**src/rtl/secded_stream_decoder.sv**
```systemverilog
// Pipelined extended-Hamming (SECDED) decoder with valid/ready flow control
// and saturating single/double error statistics counters.
module secded_stream_decoder #(
   parameter int DATA_W = 32,
   parameter int CHK_W  = 7,
   parameter int CNT_W  = 16
) (
   input  logic              clk,
   input  logic              rst,
   input  logic              in_valid,
   output logic              in_ready,
   input  logic [DATA_W-1:0] in_data,
   input  logic [CHK_W-1:0]  in_chk,
   input  logic              corr_en,
   output logic              out_valid,
   input  logic              out_ready,
   output logic [DATA_W-1:0] out_data,
   output logic              out_sec,
   output logic              out_ded,
   output logic [CHK_W-2:0]  out_syn,
   output logic [CNT_W-1:0]  sec_cnt,
   output logic [CNT_W-1:0]  ded_cnt,
   input  logic              cnt_clr
);

   localparam int SYN_W = CHK_W - 1;
   localparam int N     = DATA_W + CHK_W - 1;
   localparam logic [SYN_W-1:0] N_SYN = SYN_W'(N);

   if ((DATA_W < 4) || ((2 ** (CHK_W - 1)) < (DATA_W + CHK_W))) begin : g_bad_cfg
      $error("secded_stream_decoder: CHK_W too small for DATA_W");
   end

   // Codeword position of data bit idx: the idx-th non-power-of-two position.
   function automatic int data_pos(input int idx);
      int pos;
      int cnt;
      pos = 0;
      cnt = -1;
      while (cnt < idx) begin
         pos = pos + 1;
         if ((pos & (pos - 1)) != 0) cnt = cnt + 1;
      end
      return pos;
   endfunction

   logic                 s1_valid_reg;
   logic [SYN_W-1:0]     s1_syn_reg;
   logic                 s1_par_reg;
   logic [DATA_W-1:0]    s1_data_reg;
   logic                 s1_corr_reg;

   logic                 out_valid_reg;
   logic [DATA_W-1:0]    out_data_reg;
   logic                 out_sec_reg;
   logic                 out_ded_reg;
   logic [SYN_W-1:0]     out_syn_reg;

   logic [CNT_W-1:0]     sec_cnt_reg, sec_cnt_next;
   logic [CNT_W-1:0]     ded_cnt_reg, ded_cnt_next;

   logic [SYN_W-1:0]     data_term [DATA_W];
   logic [DATA_W-1:0]    flip_mask;
   logic [SYN_W-1:0]     syn_next;
   logic                 par_next;
   logic                 sec_next;
   logic                 ded_next;
   logic                 s1_load;
   logic                 s2_load;
   logic                 out_hs;

   for (genvar gi = 0; gi < DATA_W; gi++) begin : g_bit
      localparam logic [SYN_W-1:0] POS = SYN_W'(data_pos(gi));
      assign data_term[gi] = in_data[gi] ? POS : '0;
      assign flip_mask[gi] = s1_corr_reg & s1_par_reg & (s1_syn_reg == POS);
   end

   // Check bit k sits at position 2^k, so it contributes exactly syndrome bit k.
   always_comb begin
      syn_next = in_chk[SYN_W-1:0];
      for (int i = 0; i < DATA_W; i++) begin
         syn_next = syn_next ^ data_term[i];
      end
      par_next = ^{in_data, in_chk};
   end

   assign sec_next = s1_par_reg & (s1_syn_reg <= N_SYN);
   assign ded_next = s1_par_reg ? (s1_syn_reg > N_SYN) : (s1_syn_reg != '0);

   assign s2_load  = !out_valid_reg | out_ready;
   assign s1_load  = !s1_valid_reg | s2_load;
   assign in_ready = s1_load;
   assign out_hs   = out_valid_reg & out_ready;

   always_ff @(posedge clk) begin
      if (rst) begin
         s1_valid_reg <= 1'b0;
         s1_syn_reg   <= '0;
         s1_par_reg   <= 1'b0;
         s1_data_reg  <= '0;
         s1_corr_reg  <= 1'b0;
      end else if (s1_load) begin
         s1_valid_reg <= in_valid;
         if (in_valid) begin
            s1_syn_reg  <= syn_next;
            s1_par_reg  <= par_next;
            s1_data_reg <= in_data;
            s1_corr_reg <= corr_en;
         end
      end
   end

   always_ff @(posedge clk) begin
      if (rst) begin
         out_valid_reg <= 1'b0;
         out_data_reg  <= '0;
         out_sec_reg   <= 1'b0;
         out_ded_reg   <= 1'b0;
         out_syn_reg   <= '0;
      end else if (s2_load) begin
         out_valid_reg <= s1_valid_reg;
         if (s1_valid_reg) begin
            out_data_reg <= s1_data_reg ^ flip_mask;
            out_sec_reg  <= sec_next;
            out_ded_reg  <= ded_next;
            out_syn_reg  <= s1_syn_reg;
         end
      end
   end

   // Clear beats a coincident increment; counters stick at all-ones.
   always_comb begin
      sec_cnt_next = sec_cnt_reg;
      ded_cnt_next = ded_cnt_reg;
      if (cnt_clr) begin
         sec_cnt_next = '0;
         ded_cnt_next = '0;
      end else begin
         if (out_hs && out_sec_reg && (sec_cnt_reg != '1)) sec_cnt_next = sec_cnt_reg + CNT_W'(1);
         if (out_hs && out_ded_reg && (ded_cnt_reg != '1)) ded_cnt_next = ded_cnt_reg + CNT_W'(1);
      end
   end

   always_ff @(posedge clk) begin
      if (rst) begin
         sec_cnt_reg <= '0;
         ded_cnt_reg <= '0;
      end else begin
         sec_cnt_reg <= sec_cnt_next;
         ded_cnt_reg <= ded_cnt_next;
      end
   end

   assign out_valid = out_valid_reg;
   assign out_data  = out_data_reg;
   assign out_sec   = out_sec_reg;
   assign out_ded   = out_ded_reg;
   assign out_syn   = out_syn_reg;
   assign sec_cnt   = sec_cnt_reg;
   assign ded_cnt   = ded_cnt_reg;

endmodule
```
**config.mk**
```make
export PLATFORM = sky130hd
export DESIGN_NAME = secded_stream_decoder
export DESIGN_NICKNAME = d
export VERILOG_FILES = /design/src/rtl/secded_stream_decoder.sv
export SDC_FILE = /design/constraint.sdc
export NUM_CORES = 1
export LEC_CHECK = 0
export CAP_MARGIN = 20
export CORE_ASPECT_RATIO = 1.75
export CORE_UTILIZATION = 51
export DETAILED_ROUTE_END_ITERATION = 12
export PLACE_DENSITY = 0.87
export SLEW_MARGIN = 20
export SYNTH_ARGS = -nofsm -noshare
export SYNTH_HDL_FRONTEND = slang
export SYNTH_SLANG_ARGS = --single-unit
```
**constraint.sdc**
```tcl
create_clock -name clk -period 2.6 [get_ports clk]
set_input_delay 0.78 -clock clk [delete_from_list [all_inputs] [get_ports clk]]
set_output_delay 0.78 -clock clk [all_outputs]
set_load 0.02 [all_outputs]
```
# Yosys cells after proc, flatten, opt, wreduce, memory -nomap -nowiden
# Index checks and enable logic that the tools add are counted.
[classes]
addsub = 2
multipliers = 0
div = 0
magnitude_cmp = 2
n_eq_ne = 34
shift = 0
muxes = 33
n_bitwise = 70
reduce_logical = 11
[ops]
columns = ["operator", "count"]
rows = [
  ["$eq A6 B5 Y1 const B", 15],
  ["$xor A6 B5 Y6", 15],
  ["$mux W5", 15],
  ["$eq A6 B4 Y1 const B", 7],
  ["$xor A6 B4 Y6", 7],
  ["$reduce_xor A39 Y1", 1],
  ["$eq A6 B6 Y1 const B", 6],
  ["$mux W6", 6],
  ["$xor A6 B6 Y6", 6],
  ["$and A1 B1 Y1", 35],
  ["$add A16 B1 Y16 const B", 2],
  ["$ne A16 B16 Y1 const B", 2],
  ["$xor A32 B32 Y32", 1],
  ["$mux W4", 7],
  ["$eq A6 B3 Y1 const B", 3],
  ["$xor A6 B3 Y6", 3],
  ["$mux W3", 3],
  ["$eq A6 B2 Y1 const B", 1],
  ["$gt A6 B6 Y1 const B", 1],
  ["$le A6 B6 Y1 const B", 1],
  ["$reduce_bool A6 Y1", 1],
  ["$xor A6 B2 Y6", 1],
  ["$logic_and A1 B1 Y1", 4],
  ["$reduce_and A2 Y1", 2],
  ["5 further kinds", 7],
]
[totals]
register_bits = 114
latch_bits = 0
ram_bits = 0
mem_bits_ro = 0
input_bits = 45
out_inout_bits = 74
word_cells = 164
mem_count = 0

# Depth between registers and ports, before layout
# Gate-level depths: netlist of the first run.
[logic_depth]
ltp_word = 33
depth_mapped = 7
ltp_nobuf = 7

# Worst setup path before layout of the first run
# OpenSTA, ideal clock, no wires.
[synth_timing]
kind = "input -> register"
from = "input port in_data[20]"
to = "register s1_par_reg"
setup_ns = 0.131
arrival_time_ns = 2.296
required_time_ns = 2.469
slack_ns = 0.174
cell_stages = 6
path_buffers = 0
cell_sequence = "xnor3_1 -> xnor3_2 -> xnor3_1 -> xnor3_1 -> nand2_1 -> a21oi_2"
[synth_via]
elab_chain_len = 1
[synth_lines]
columns = ["item", "line", "text"]
rows = [
  ["from (decl)", "12", "input logic [DATA_W-1:0] in_data,"],
  ["$reduce_xor A39 Y1", "84", "par_next = ^{in_data, in_chk};"],
  ["to (signal assigned)", "106", "s1_par_reg <= par_next;"],
  ["to (decl)", "49", "logic s1_par_reg;"],
]
# Every way passes these cells.
# A chain may end at the register's enable or synchronous reset.

# Worst setup path after layout of the first run
[layout_timing]
from = "input port out_ready"
to = "output port in_ready"
[layout_via]
elab_chain_len = 2
[layout_lines]
columns = ["item", "line", "text"]
rows = [
  ["from (decl)", "16", "input logic out_ready,"],
  ["$or A1 B1 Y1", "90", "assign s2_load = !out_valid_reg | out_ready;"],
  ["$or A1 B1 Y1", "91", "assign s1_load = !s1_valid_reg | s2_load;"],
  ["to (decl)", "11", "output logic in_ready,"],
]
# Every way passes these cells.

==> results.cfg, run 1 <==
[run_status]
outcome = complete, no violations

[timing]
sum_of_negative_setup_slack_ns = 0
finalWorstSetupSlack_ns = 0.05874
clock.fmax_ghz = 0.3935
rsz0062_at_grt = false
finalCritPeriodShare_pct = 97.74
worst_slew_margin_rel_pct = 44.22
tightestPinTransition_ns = 0.8349
fin_skew_ns = 0.006218
fin_crit_ns = 2.541
setup_viol = 0
timing_hold_violations_final = 0
final-max-slew-violation-count = 0

[floorplanning]
floorplan.die.width_um = 80.78
die_area_um2 = 11300
boundaryPins = 119
fp-row-count = 50
floorplan_die_height_um = 139.9
start_util_pct = 52.08
fp.coreArea_um2 = 10640

[clock_tree]
clkSlewWorstSetupHoldPaths_ns = 0.05
cts.sinks = 114
postCtsHoldBufs = 0
cts_tree = built
clock_buffer_count_from_cts = 17
clock_latency_ns = 0.41
post_cts_buffers = 0
clock-root-buffer = sky130_fd_sc_hd__clkbuf_16
number_of_buffers_between_clock_root_and_the_deepest_sink = 2
htree_num_levels = 4

[hold_path]
hold_path.class = register to register
worst_hold_startpoint = out_syn[2]

[yosys]
post_synth.cell_area_avg_um2 = 8.628
yosysUniqueCellTypes = 40
netlist_instances = 642
synthesized_nets = 689
synth.area.top_cells = sky130_fd_sc_hd__dfxtp_1, sky130_fd_sc_hd__nand2_1, sky130_fd_sc_hd__xor2_1, sky130_fd_sc_hd__xnor2_1, sky130_fd_sc_hd__xnor3_1
ys_seq_elements = 114
synth_edf_count = 0
synth_top_cells_by_count = sky130_fd_sc_hd__nand2_1, sky130_fd_sc_hd__dfxtp_1, sky130_fd_sc_hd__nor2_1
post_synth_instance_area_um2 = 5539
yosys_warnings = 0
synth_largest_area_cell = sky130_fd_sc_hd__dfxtp_1
yosys.cell_count.top_type = sky130_fd_sc_hd__nand2_1
dominantRegCellSynth = sky130_fd_sc_hd__dfxtp_1
ys_seq_area_share_pct = 41.20
synth_top_cell_area_share_pct = 41.20
synthArstFlopShare_pct = 0

[placement]
pre_cts_ws_ns = -0.4644
routabilityCongestion = 0.8914
post-dp-hpwl_um = 10750
place_inst = 906
placement.io_buffers = 118

[finish]
final_layout_size_suffix_gt1_share_pct = 11.01
area_delta_synth_final_pct = 41.25
net_count_reported_at_finish = 842
final.fill_count = 714
final_core_util_pct = 73.56
fin_cells = 938
antenna-diode-count = 0

[worst_setup_path]
critical_path_max_stage_delay_ns = 0.44
crit_arrival_ns = 1.76
timing.setup.critical_path_class = input port to output pin
setup.worst_path.start_class = input port
worst-r2r-setup-slack_ns = 0.48
cp.depth = 4
r2r_end = out_data[26]
worst_setup_path_end_kind = output pin
cp.required_ns = 1.82
critical_path.endpoint = in_ready
worst_reg2reg_path_length_in_cells = 5
rr_startpoint = s1_par_reg
slowest_stage = sky130_fd_sc_hd__clkdlybuf4s50_1
crit_path_max_fanout = 2
worstPathBufferInverterCount = 2
crit_path_cell_trace = clkdlybuf4s50_1, nor2b_2, nand2_1, dlygate4sd2_1
worst_setup_path_startpoint = out_ready
path_delay_family = buffers and inverters

[grt]
grt_pass1_vias = 5101
grt_pass1_wl_um = 23810
globalRouteMet3Util_pct = 5.836
grt.met1_usage_pct = 26.27
initial_antenna_violation_count = 0
grt_usage_pct = 27.56
grt.met2_usage_pct = 52.19
grt_start_max_net_pins = 83
overflow = 0
gr-max-usage-layer = met2

[power]
p_leak_nw = 2.945
power.clock.fraction_pct = 45.3
intPower_w = 0.004253
share_seq_of_total_power_pct = 34.6
power_density_nw_per_um2 = 724.5
netSwitchingPower_w = 0.001415
power_frac_comb_pct = 20.1
power_w = 0.005669
swShare_pct = 24.97
ir_drop_v = 0.0005570

[route]
first_pass_iters = 7
wl_per_cell_um = 15.96
final_antenna_net_count = 0
detail_route.wirelength_um = 14970
drc = 0
detailroute.via_count = 5212
detail_route.iter0.violations = 296
routed_via_density = 5.557

[run]
count_of_maximum_capacitance_violations = 0
==> power by group through the flow <==
| stage | Clock, W | Sequential (W) | Combinational (W) |
|---|---|---|---|
| floorplan | 0 | 0.00200 | 0.000689 |
| global placement | 0 | 0.00199 | 0.00109 |
| detailed placement | 0 | 0.00199 | 0.00113 |
| CTS | 0.00258 | 0.00196 | 0.00114 |
| global route | 0.00268 | 0.00197 | 0.00121 |
| finish | 0.00257 | 0.00196 | 0.00114 |
==> metal layers <==
| layer | part of all wire [%] | vias to the layer above |
|---|---|---|
| met5 | 0 | - |
| met2 | 56 | 221 |
| li1 | - | 2504 |
| met3 | 5.3 | 53 |
| met1 | 35 | 2434 |
| met4 | 4.2 | 0 |
==> cells by family (layout without fill, tap and decap cells) <==
logic type	count (synthesis)	in the layout	synth area share (%)
and+or+nand+nor	276	276	22.52
DFF	114	114	41.20
xor gates and xnor gates	108	108	21.10
AOI/OAI and AO/OA	105	105	11.70
buffers and inverters	35	201	2.666
adders and majority gates	2	2	0.4517
muxes	2	2	0.3614
==> repair_timing <==
item,4_1_cts,5_1_grt
pin swaps,1,1
endpoints found under the setup margin,2,2
resized for setup,1,2
==> worst register-to-register path, stage by stage (launching register included) <==
cell and delay, ns:
sky130_fd_sc_hd__dfxtp_1 0.41, sky130_fd_sc_hd__nand2_1 0.15, sky130_fd_sc_hd__nor3b_1 0.71, sky130_fd_sc_hd__nand3_1 0.25, sky130_fd_sc_hd__xor2_1 0.24, sky130_fd_sc_hd__a211oi_1 0.26
==> cell type report <==
class	instances	area (um^2)	share of cell area (%)
timing repair buffer	169	1595	20.39
clock buffer	23	488.0	6.237
multi-input combinational	493	3120	39.88
tap	130	162.7	2.079
sequential	114	2282	29.17
clock inverter	9	175.2	2.239
==> stage by stage <==
| stage | hold slack, ns | cell area [um^2] |
|---|---|---|
| 2_1_floorplan | 0.4366 | 5539 |
| 3_3_place_gp | 0.4509 | 7158 |
| 3_5_place_dp | 0.4476 | 7158 |
| 4_1_cts | 0.4549 | 7820 |
| 5_1_grt | 0.4758 | 7824 |
| 6_report | 0.4503 | 7824 |
==> how the worst min path moves through the flow <==
stage / end / slack, ns / cells past startpoint
final: out_syn[2] / 0.45 / 2
after floorplan: s1_corr_reg / 0.44 / 2
after global routing: out_syn[2] / 0.48 / 2
after CTS: out_syn[2] / 0.45 / 2
after global placement: out_syn[5] / 0.45 / 2
after detailed placement: out_syn[2] / 0.45 / 2
==> placed cells by master (no fill, tap or decap), types with 14 or more instances in the layout <==
| cell type | instances |
|---|---|
| sky130_fd_sc_hd__clkbuf_16 | 17 |
| sky130_fd_sc_hd__a211oi_1 | 26 |
| sky130_fd_sc_hd__a21oi_1 | 50 |
| sky130_fd_sc_hd__nand2_1 | 119 |
| sky130_fd_sc_hd__buf_4 | 48 |
| sky130_fd_sc_hd__nand3_1 | 19 |
| sky130_fd_sc_hd__xnor3_1 | 14 |
| sky130_fd_sc_hd__dfxtp_1 | 114 |
| sky130_fd_sc_hd__nor2_1 | 73 |
| sky130_fd_sc_hd__clkdlybuf4s50_1 | 116 |
| sky130_fd_sc_hd__xor2_1 | 50 |
| sky130_fd_sc_hd__xnor2_1 | 42 |
Note: power is estimated with default switching activity, not from simulation.
==> run 2, diff against run 1 <==
CORE_MARGIN = 4   (was unset)
==> run 2 against run 1 <==
Flip-flop and latch count stayed put. Largest cell class unchanged. Setup slack worse by 0.0067 ns. Critical path type unchanged. Critical path depth stayed put. Clock skew hardly changed.
==> results.cfg, run 2 (synthesis results as in run 1) <==
[run_status]
outcome = complete, no violations

[worst_setup_path]
worst_setup_path_end_kind = output pin
worst-r2r-setup-slack_ns = 0.52
crit_path_max_fanout = 2
setup.worst_path.start_class = input port
crit_arrival_ns = 1.77
cp.required_ns = 1.82
timing.setup.critical_path_class = input port to output pin

[floorplanning]
fp.coreArea_um2 = 10640
boundaryPins = 119
fp-row-count = 50
die_area_um2 = 12660
floorplan_die_height_um = 145.9
floorplan.die.width_um = 86.78
start_util_pct = 52.08

[timing]
tightestPinTransition_ns = 0.8307
setup_viol = 0
fin_crit_ns = 2.548
timing.hold.ws_ns = 0.4552
worst_slew_margin_rel_pct = 44.62
final-max-slew-violation-count = 0
finalWorstSetupSlack_ns = 0.05201
clock.fmax_ghz = 0.3925
fin_skew_ns = 0.006184
rsz0062_at_grt = false
timing_hold_violations_final = 0
finalCritPeriodShare_pct = 98.00

[finish]
final_layout_size_suffix_gt1_share_pct = 10.41
area_delta_synth_final_pct = 39.03
final_design_area_no_fill_um2 = 7701
fin_cells = 937
net_count_reported_at_finish = 842
antenna-diode-count = 0
layout_commonest_cell = sky130_fd_sc_hd__nand2_1
highest_count_cells_in_the_layout_ignoring_fill_and_taps = sky130_fd_sc_hd__nand2_1, sky130_fd_sc_hd__clkdlybuf4s50_1, sky130_fd_sc_hd__dfxtp_1, sky130_fd_sc_hd__nor2_1
final_core_util_pct = 72.41

[route]
detail_route.wirelength_um = 15200
wl_per_cell_um = 16.23
first_pass_iters = 7
drc = 0
detail_route.iter0.violations = 257
final_antenna_net_count = 0
detailroute.via_count = 5102
routed_via_density = 5.445

[clock_tree]
cts_tree = built
clock_buffer_count_from_cts = 17
clkSlewWorstSetupHoldPaths_ns = 0.05
htree_num_levels = 4
clock-root-buffer = sky130_fd_sc_hd__clkbuf_16
clock_latency_ns = 0.40
number_of_buffers_between_clock_root_and_the_deepest_sink = 2
post_cts_buffers = 0
cts.sinks = 114

[grt]
globalRouteMet3Util_pct = 5.099
grt_start_max_net_pins = 83
grt_pass1_wl_um = 24330
grt.met2_usage_pct = 45.62
grt_pass1_vias = 5205
gr-max-usage-layer = met2
initial_antenna_violation_count = 0
grt.met1_usage_pct = 23.30
grt_usage_pct = 24.36
overflow = 0

[run]
count_of_maximum_capacitance_violations = 0

[power]
p_leak_nw = 2.897
ir_drop_v = 0.0006289
power_density_nw_per_um2 = 677.2

[placement]
pre_cts_ws_ns = -0.4052
placement.io_buffers = 118
place_inst = 906
post-dp-hpwl_um = 11590
routabilityCongestion = 0.8966
dpl-instance-area_um2 = 7158

[hold_path]
hold_path.class = register to register
run 2: cell types whose count changed in the layout (fill, tap and decap cells not counted), sizes merged:
cell           change
clkinvlp           -2
dlygate4sd2        -1
bufinv             -4
clkdlybuf4s15      +1
clkbuf             +2
clkinv             +3
run 2: worst max-delay path: stages:
cell	delay, ns
sky130_fd_sc_hd__clkdlybuf4s50_1	0.44
sky130_fd_sc_hd__nor2b_2	0.14
sky130_fd_sc_hd__nand2_1	0.10
sky130_fd_sc_hd__clkdlybuf4s15_1	0.30
run 2: path summary, 6_finish.rpt:
path / startpoint / end / cells past startpoint
setup / recovery: out_ready / in_ready / 4
hold reg to reg: out_syn[0] / out_syn[0] / 2
setup reg to reg: s1_syn_reg[1] / out_data[28] / 5
hold / removal: out_syn[0] / out_syn[0] / 2
run 2: metal layers:
metal	part of all wire, %	vias up
met5	0	-
met4	5.2	0
met3	5.0	56
met2	55	206
met1	34	2350
li1	-	2490
run 2: through the flow:
| stage | TNS (ns) | total power, W |
|---|---|---|
| 3_5_place_dp | -1.429 | 0.003120 |
| 6_report | 0 | 0.005215 |
| 2_1_floorplan | 0 | 0.002685 |
| 3_3_place_gp | -1.042 | 0.003082 |
| 5_1_grt | 0 | 0.005407 |
| 4_1_cts | 0 | 0.005233 |
run 2: area by class of cell:
type                    instances  area [um^2]
clock buffers                  25        485.5
clock inverters                 6        55.05
fillers                       730         2934
multi-input cells             493         3119
flip-flops and latches        114         2282
well taps                     130        162.7
repair buffers                169         1597
run 2: power breakdown:
group	switching (W)	internal [W]	total (W)
Combinational	0.000532	0.000602	0.00113
Sequential	0.000125	0.00185	0.00198
Clock	0.000731	0.00137	0.00210
Total	0.00139	0.00383	0.00521
run 2: what timing repair did:
item | in CTS | in global routing
endpoints found under the setup margin | 1 | 2
hold buffers | 0 | 0
hold endpoints to repair | 0 | 0
pin swaps | 0 | 2
gates resized for setup | 1 | 2
